$ cat src/rtl/hsv_color_track.sv
// rtl/hsv_color_track.sv - HSV window classifier with per-pixel mask write and per-frame count/bounding box
module hsv_color_track #(
  parameter int BRAM_DEPTH = 230400,
  parameter int FRAME_W    = 640,
  parameter int FRAME_H    = 360,
  parameter int MIN_PIXELS = 64,
  localparam int AW = $clog2(BRAM_DEPTH),
  localparam int CW = $clog2(BRAM_DEPTH + 1),
  localparam int XW = $clog2(FRAME_W),
  localparam int YW = $clog2(FRAME_H)
) (
  input  logic          i_clk,
  input  logic          i_rst,
  input  logic          i_valid,
  input  logic [AW-1:0] i_addr,
  input  logic [15:0]   i_hue,
  input  logic [15:0]   i_sat,
  input  logic [15:0]   i_val,
  input  logic [15:0]   i_hue_min,
  input  logic [15:0]   i_hue_max,
  input  logic [15:0]   i_sat_min,
  input  logic [15:0]   i_sat_max,
  input  logic [15:0]   i_val_min,
  input  logic [15:0]   i_val_max,
  output logic          o_mask_we,
  output logic [AW-1:0] o_mask_addr,
  output logic          o_mask_bit,
  output logic          o_res_valid,
  output logic          o_found,
  output logic [CW-1:0] o_count,
  output logic [XW-1:0] o_xmin,
  output logic [XW-1:0] o_xmax,
  output logic [YW-1:0] o_ymin,
  output logic [YW-1:0] o_ymax,
  output logic          o_frame_err
);

  localparam logic [1:0] ST_IDLE  = 2'd0;
  localparam logic [1:0] ST_ACCUM = 2'd1;
  localparam logic [1:0] ST_PUB   = 2'd2;

  localparam logic [AW-1:0] LAST_ADDR = AW'(BRAM_DEPTH - 1);
  localparam logic [XW-1:0] LAST_X    = XW'(FRAME_W - 1);

  logic [1:0]    state;
  logic [15:0]   lat_hue_min, lat_hue_max, lat_sat_min, lat_sat_max, lat_val_min, lat_val_max;
  logic [15:0]   eff_hue_min, eff_hue_max, eff_sat_min, eff_sat_max, eff_val_min, eff_val_max;
  logic          first_px, hue_ok, sat_ok, val_ok;
  logic [XW-1:0] nx;
  logic [YW-1:0] ny;

  logic          s1_valid, s1_inside, s1_contig;
  logic [AW-1:0] s1_addr;
  logic [XW-1:0] s1_x;
  logic [YW-1:0] s1_y;

  logic [CW-1:0] acc_count;
  logic [XW-1:0] acc_xmin, acc_xmax;
  logic [YW-1:0] acc_ymin, acc_ymax;
  logic          s1_start, s1_acc, s1_err;

  // The frame's first pixel is classified with the window being latched alongside it
  assign first_px    = i_valid && (i_addr == '0);
  assign eff_hue_min = first_px ? i_hue_min : lat_hue_min;
  assign eff_hue_max = first_px ? i_hue_max : lat_hue_max;
  assign eff_sat_min = first_px ? i_sat_min : lat_sat_min;
  assign eff_sat_max = first_px ? i_sat_max : lat_sat_max;
  assign eff_val_min = first_px ? i_val_min : lat_val_min;
  assign eff_val_max = first_px ? i_val_max : lat_val_max;

  always_comb begin
    hue_ok = 1'b0;
    if (eff_hue_min <= eff_hue_max)
      hue_ok = (i_hue >= eff_hue_min) && (i_hue <= eff_hue_max);
    else
      hue_ok = (i_hue >= eff_hue_min) || (i_hue <= eff_hue_max);
    sat_ok = (i_sat >= eff_sat_min) && (i_sat <= eff_sat_max);
    val_ok = (i_val >= eff_val_min) && (i_val <= eff_val_max);
  end

  // s1_x/s1_y hold the coordinates of the most recent valid pixel
  always_comb begin
    nx = '0;
    ny = '0;
    if (!first_px) begin
      if (s1_x == LAST_X) begin
        nx = '0;
        ny = s1_y + YW'(1);
      end else begin
        nx = s1_x + XW'(1);
        ny = s1_y;
      end
    end
  end

  always_ff @(posedge i_clk) begin
    if (i_rst) begin
      s1_valid    <= 1'b0;
      s1_inside   <= 1'b0;
      s1_contig   <= 1'b0;
      s1_addr     <= '0;
      s1_x        <= '0;
      s1_y        <= '0;
      lat_hue_min <= '0;
      lat_hue_max <= '0;
      lat_sat_min <= '0;
      lat_sat_max <= '0;
      lat_val_min <= '0;
      lat_val_max <= '0;
    end else begin
      s1_valid <= i_valid;
      if (i_valid) begin
        s1_inside <= hue_ok && sat_ok && val_ok;
        s1_contig <= (i_addr == s1_addr + AW'(1));
        s1_addr   <= i_addr;
        s1_x      <= nx;
        s1_y      <= ny;
      end
      if (first_px) begin
        lat_hue_min <= i_hue_min;
        lat_hue_max <= i_hue_max;
        lat_sat_min <= i_sat_min;
        lat_sat_max <= i_sat_max;
        lat_val_min <= i_val_min;
        lat_val_max <= i_val_max;
      end
    end
  end

  assign s1_err   = s1_valid && (state == ST_ACCUM) && !s1_contig;
  assign s1_acc   = s1_valid && (state == ST_ACCUM) && s1_contig;
  assign s1_start = s1_valid && (s1_addr == '0) && ((state != ST_ACCUM) || !s1_contig);

  always_ff @(posedge i_clk) begin
    if (i_rst) begin
      state       <= ST_IDLE;
      o_mask_we   <= 1'b0;
      o_mask_addr <= '0;
      o_mask_bit  <= 1'b0;
      o_res_valid <= 1'b0;
      o_found     <= 1'b0;
      o_count     <= '0;
      o_xmin      <= '0;
      o_xmax      <= '0;
      o_ymin      <= '0;
      o_ymax      <= '0;
      o_frame_err <= 1'b0;
      acc_count   <= '0;
      acc_xmin    <= '0;
      acc_xmax    <= '0;
      acc_ymin    <= '0;
      acc_ymax    <= '0;
    end else begin
      o_mask_we   <= s1_valid;
      o_mask_addr <= s1_addr;
      o_mask_bit  <= s1_valid && s1_inside;
      o_res_valid <= 1'b0;

      if (state == ST_PUB) begin
        o_res_valid <= 1'b1;
        o_count     <= acc_count;
        o_found     <= (acc_count >= CW'(MIN_PIXELS));
        o_xmin      <= (acc_count == '0) ? '0 : acc_xmin;
        o_xmax      <= (acc_count == '0) ? '0 : acc_xmax;
        o_ymin      <= (acc_count == '0) ? '0 : acc_ymin;
        o_ymax      <= (acc_count == '0) ? '0 : acc_ymax;
        state       <= ST_IDLE;
      end

      if (s1_err) begin
        o_frame_err <= 1'b1;
        state       <= ST_IDLE;
      end

      // A discontinuity that lands on address 0 keeps the error flag but restarts accumulation
      if (s1_start) begin
        acc_count <= CW'(s1_inside);
        acc_xmin  <= s1_inside ? s1_x : '1;
        acc_xmax  <= s1_inside ? s1_x : '0;
        acc_ymin  <= s1_inside ? s1_y : '1;
        acc_ymax  <= s1_inside ? s1_y : '0;
        if (!s1_err)
          o_frame_err <= 1'b0;
        state <= ST_ACCUM;
      end else if (s1_acc) begin
        acc_count <= acc_count + CW'(s1_inside);
        if (s1_inside) begin
          if (s1_x < acc_xmin) acc_xmin <= s1_x;
          if (s1_x > acc_xmax) acc_xmax <= s1_x;
          if (s1_y < acc_ymin) acc_ymin <= s1_y;
          if (s1_y > acc_ymax) acc_ymax <= s1_y;
        end
        if (s1_addr == LAST_ADDR)
          state <= ST_PUB;
      end
    end
  end

endmodule

$ cat config.mk
export PLATFORM = sky130hd
export DESIGN_NAME = hsv_color_track
export DESIGN_NICKNAME = d
export VERILOG_FILES = /design/src/rtl/hsv_color_track.sv
export SDC_FILE = /design/constraint.sdc
export NUM_CORES = 1
export LEC_CHECK = 0
export BUFFER_PORTS_ARGS = -buffer_cell sky130_fd_sc_hd__buf_2
export CAP_MARGIN = 5
export CORE_ASPECT_RATIO = 2
export CORE_MARGIN = 2
export CORE_UTILIZATION = 45
export CTS_CLUSTER_DIAMETER = 40
export DETAILED_ROUTE_END_ITERATION = 8
export GPL_TIMING_DRIVEN = 0
export PLACE_DENSITY = 0.68
export SYNTH_ARGS = -nofsm -noshare
export SYNTH_HDL_FRONTEND = slang
export SYNTH_SLANG_ARGS = --single-unit
$ cat constraint.sdc
create_clock -name i_clk -period 6.48 [get_ports i_clk]
set_input_delay 1.296 -clock i_clk [delete_from_list [all_inputs] [get_ports i_clk]]
set_output_delay 1.296 -clock i_clk [all_outputs]
set_load 0.02 [all_outputs]
==> flow_metrics.tcl <==
set metrics [dict create \
    status "complete, no violations" \
    pwr-share-seq 0.454 \
    grt-busiest-layer "met2" \
    drv_cap 0 \
    hold_path_end "o_count[12]$_SDFFE_PP0P_" \
    syn-num-nets 1877 \
    critPathArrivalTime_ns 6.27 \
    async_flop_share 0 \
    drc 0 \
    critPathKind "in2reg" \
    worstSetupStartpoint "i_addr[6]" \
    use_met1 0.240 \
    synth_area_mm2 0.0140 \
    whs_path_depth 2 \
    setup_ws_ns 0.661 \
    worstPathMaxFanout 10 \
    relSlewSlack 0.322 \
    p_total_mw 3.76 \
    synth_cells 1564 \
    pre_cts_slack_ns 0.111 \
    avgSynthCellArea_um2 8.96 \
    crit_path_start_kind "primary input" \
    die_h_um 254 \
    powerDensity_mw_per_mm2 225 \
    synth.most_common_cell "dfxtp_1" \
    min_period_over_period 0.898 \
    core_area_mm2 0.0307 \
    clock_skew_ns 0.0112 \
    rsz0062_at_grt "false" \
    hold_class "reg2reg" \
    drive_gt1_frac 0.175 \
    ys_seq_area_frac 0.390 \
    worst_pin_slew_ns 1.02 \
    seq_area_mm2 0.00547 \
    irDropWorstVdd_v 0.000197 \
    holdWs_ns 0.454 \
    hold_buffers 0 \
    hp-start "o_count[12]$_SDFFE_PP0P_" \
    slew_viol_final 0 \
    grt_max_degree 16 \
    fp-row-count 91 \
    grtUsageTotal 0.250 \
    hold_viol 0 \
    drt_pass1_iterations 5 \
    finalWirelength_um 41400 \
    endpoint_kind "flop" \
    cts_tree "yes" \
    clock_sinks 273 \
    r2r_slack_ns 3.36 \
    min_period_ns 5.82 \
    synth_edf_count 0 \
    via_count 12205 \
    cts_root_buf "clkbuf_16" \
    clkSlewWorstSetupHoldPaths_ns 0.07 \
    gp_congestion 0.919 \
    areaGrowthSynthToFinish_pct 19.5 \
    p_leak_nw 7.67 \
    grt_pass1_vias 12617 \
    synth_top_area_frac 0.390 \
    grtUsageMet3 0.0362 \
    ys.warnings.count 0 \
    io_pins 244 \
    die_area_mm2 0.0326 \
    initial_utilization 0.456 \
    nNetsFinal 2152 \
    synth_cell_type_count 67 \
    cts-resized-gates 0 \
    numPortBuffers 243 \
    cts_buffers 30 \
    synth_ff_type "dfxtp_1" \
    die_w_um 129 \
    post_cts_buffers 0 \
    p_switching_mw 0.934 \
    reg2reg_to "s1_inside$_SDFFE_PP0P_" \
    crit_required_ns 6.93 \
    pwr-share-comb 0.074 \
    fmax_ghz 0.172 \
    synth_area_leader_cell "dfxtp_1" \
    setup_viol 0 \
    switching_share 0.249 \
    drtIter0Drc 453 \
    design_area_mm2 0.0167 \
    via_per_inst 5.45 \
    ys_ff_latch 273 \
    use_met2 0.494 \
    grt_pass1_wl_um 63900 \
    multi_input_area_mm2 0.00795 \
    antenna_found_initial 8 \
    r2r-start "lat_hue_min[5]$_SDFF_PP0_" \
    hpwl_um 33200 \
    gr-total-overflow 0 \
    ant_nets 0 \
    clock_power_share 0.472 \
    wire_per_inst_um 18.5 \
    clock_path_buffers 3 \
    fillers 2903 \
    htree_levels 1 \
    netlist_top_cells_area "dfxtp_1 39%, ha_1 13%, mux2i_1 9.3%" \
    insertion_delay_ns 0.57 \
    fin_setup_tns_ns 0 \
    place_area_mm2 0.0157 \
    ff2ff_path_depth 10 \
    internal-power_mw 2.82 \
    synth_commonest_cells "273 x dfxtp_1, 235 x nor2_1, 148 x ha_1" \
]
[registers in the layout, summed over array words and instances (netlist names), 10 cells and up]
register     cells
lat_val_max     16
acc_xmax        10
acc_xmin        10
s1_addr         18
o_xmin          10
lat_val_min     16
s1_x            10
o_mask_addr     18
o_xmax          10
lat_hue_max     16
o_count         18
lat_hue_min     16
lat_sat_min     16
acc_count       18
lat_sat_max     16
[layout by cell type (no fill, tap or decap), types with 30 or more instances in the layout]
master / count
a21oi_1: 87
mux2i_1: 130
buf_2: 251
inv_1: 72
ha_1: 148
nand2_1: 113
nand4_1: 35
o21ai_0: 32
a22oi_1: 41
nand3_1: 35
nor2b_1: 30
xor2_1: 31
clkbuf_16: 31
nor2_1: 235
dfxtp_1: 273
clkbuf_1: 49
[worst max-delay path by stage]
| stage | slack, ns | end |
|---|---|---|
| 2_1_floorplan | 1.54 | s1_inside$_SDFFE_PP0P_ |
| 3_3_place_gp | 0.05 | s1_inside$_SDFFE_PP0P_ |
| 3_5_place_dp | 0.11 | s1_inside$_SDFFE_PP0P_ |
| 4_1_cts | 0.64 | s1_inside$_SDFFE_PP0P_ |
| 5_1_grt | 0.25 | s1_inside$_SDFFE_PP0P_ |
| 6_report | 0.66 | s1_inside$_SDFFE_PP0P_ |
[critical path, stage by stage]
cell       delay, ns
buf_2           0.13
nor4_2          0.44
nand3_1         0.24
nor2_1          0.49
clkbuf_1        0.80
mux2i_1         0.43
ha_1            0.33
a21o_1          0.20
a2111oi_0       0.49
nor4bb_1        0.18
o2111ai_1       0.14
a22oi_1         0.09
or3_1           0.42
maj3_1          0.39
a22o_1          0.20
[metrics by stage]
step / cells / util
3_5_place_dp: 2179 / 0.510
3_3_place_gp: 2179 / 0.510
4_1_cts: 2235 / 0.544
5_1_grt: 2239 / 0.544
6_report: 2240 / 0.544
2_1_floorplan: 1564 / -
[cell families after synthesis]
group,Yosys count,share of synthesized area
AO/OA/AOI/OAI,262,0.122
XOR/XNOR,60,0.0375
adder cells (fa/ha/maj),150,0.134
buffers and inverters,144,0.0420
flip-flops,273,0.390
multiplexers,131,0.0937
AND/OR/NAND/NOR,544,0.181
[power by group through the flow]
stage / combinational [mW] / clock (mW) / sequential [mW]
floorplan: 0.142 / 0 / 1.75
global placement: 0.271 / 0 / 1.74
detailed placement: 0.276 / 0 / 1.74
CTS: 0.278 / 1.80 / 1.71
global route: 0.304 / 1.87 / 1.71
finish: 0.276 / 1.77 / 1.71
[area by class of cell]
| cell class | count | area share |
|---|---|---|
| flip-flops and latches | 273 | 0.327 |
| repair buffers | 243 | 0.0727 |
| clock inverters | 19 | 0.0116 |
| diodes | 5 | 0.000748 |
| inverters | 72 | 0.0162 |
| well taps | 372 | 0.0278 |
| plain buffers | 72 | 0.0190 |
| multi-input cells | 1147 | 0.475 |
| clock buffers | 37 | 0.0501 |
[metal layers]
metal	vias up	part of all wire
li1	6054	-
met5	-	0.00068
met2	334	0.55
met3	122	0.046
met1	5689	0.34
met4	6	0.056
No activity file was read; power rests on OpenSTA's default activity.
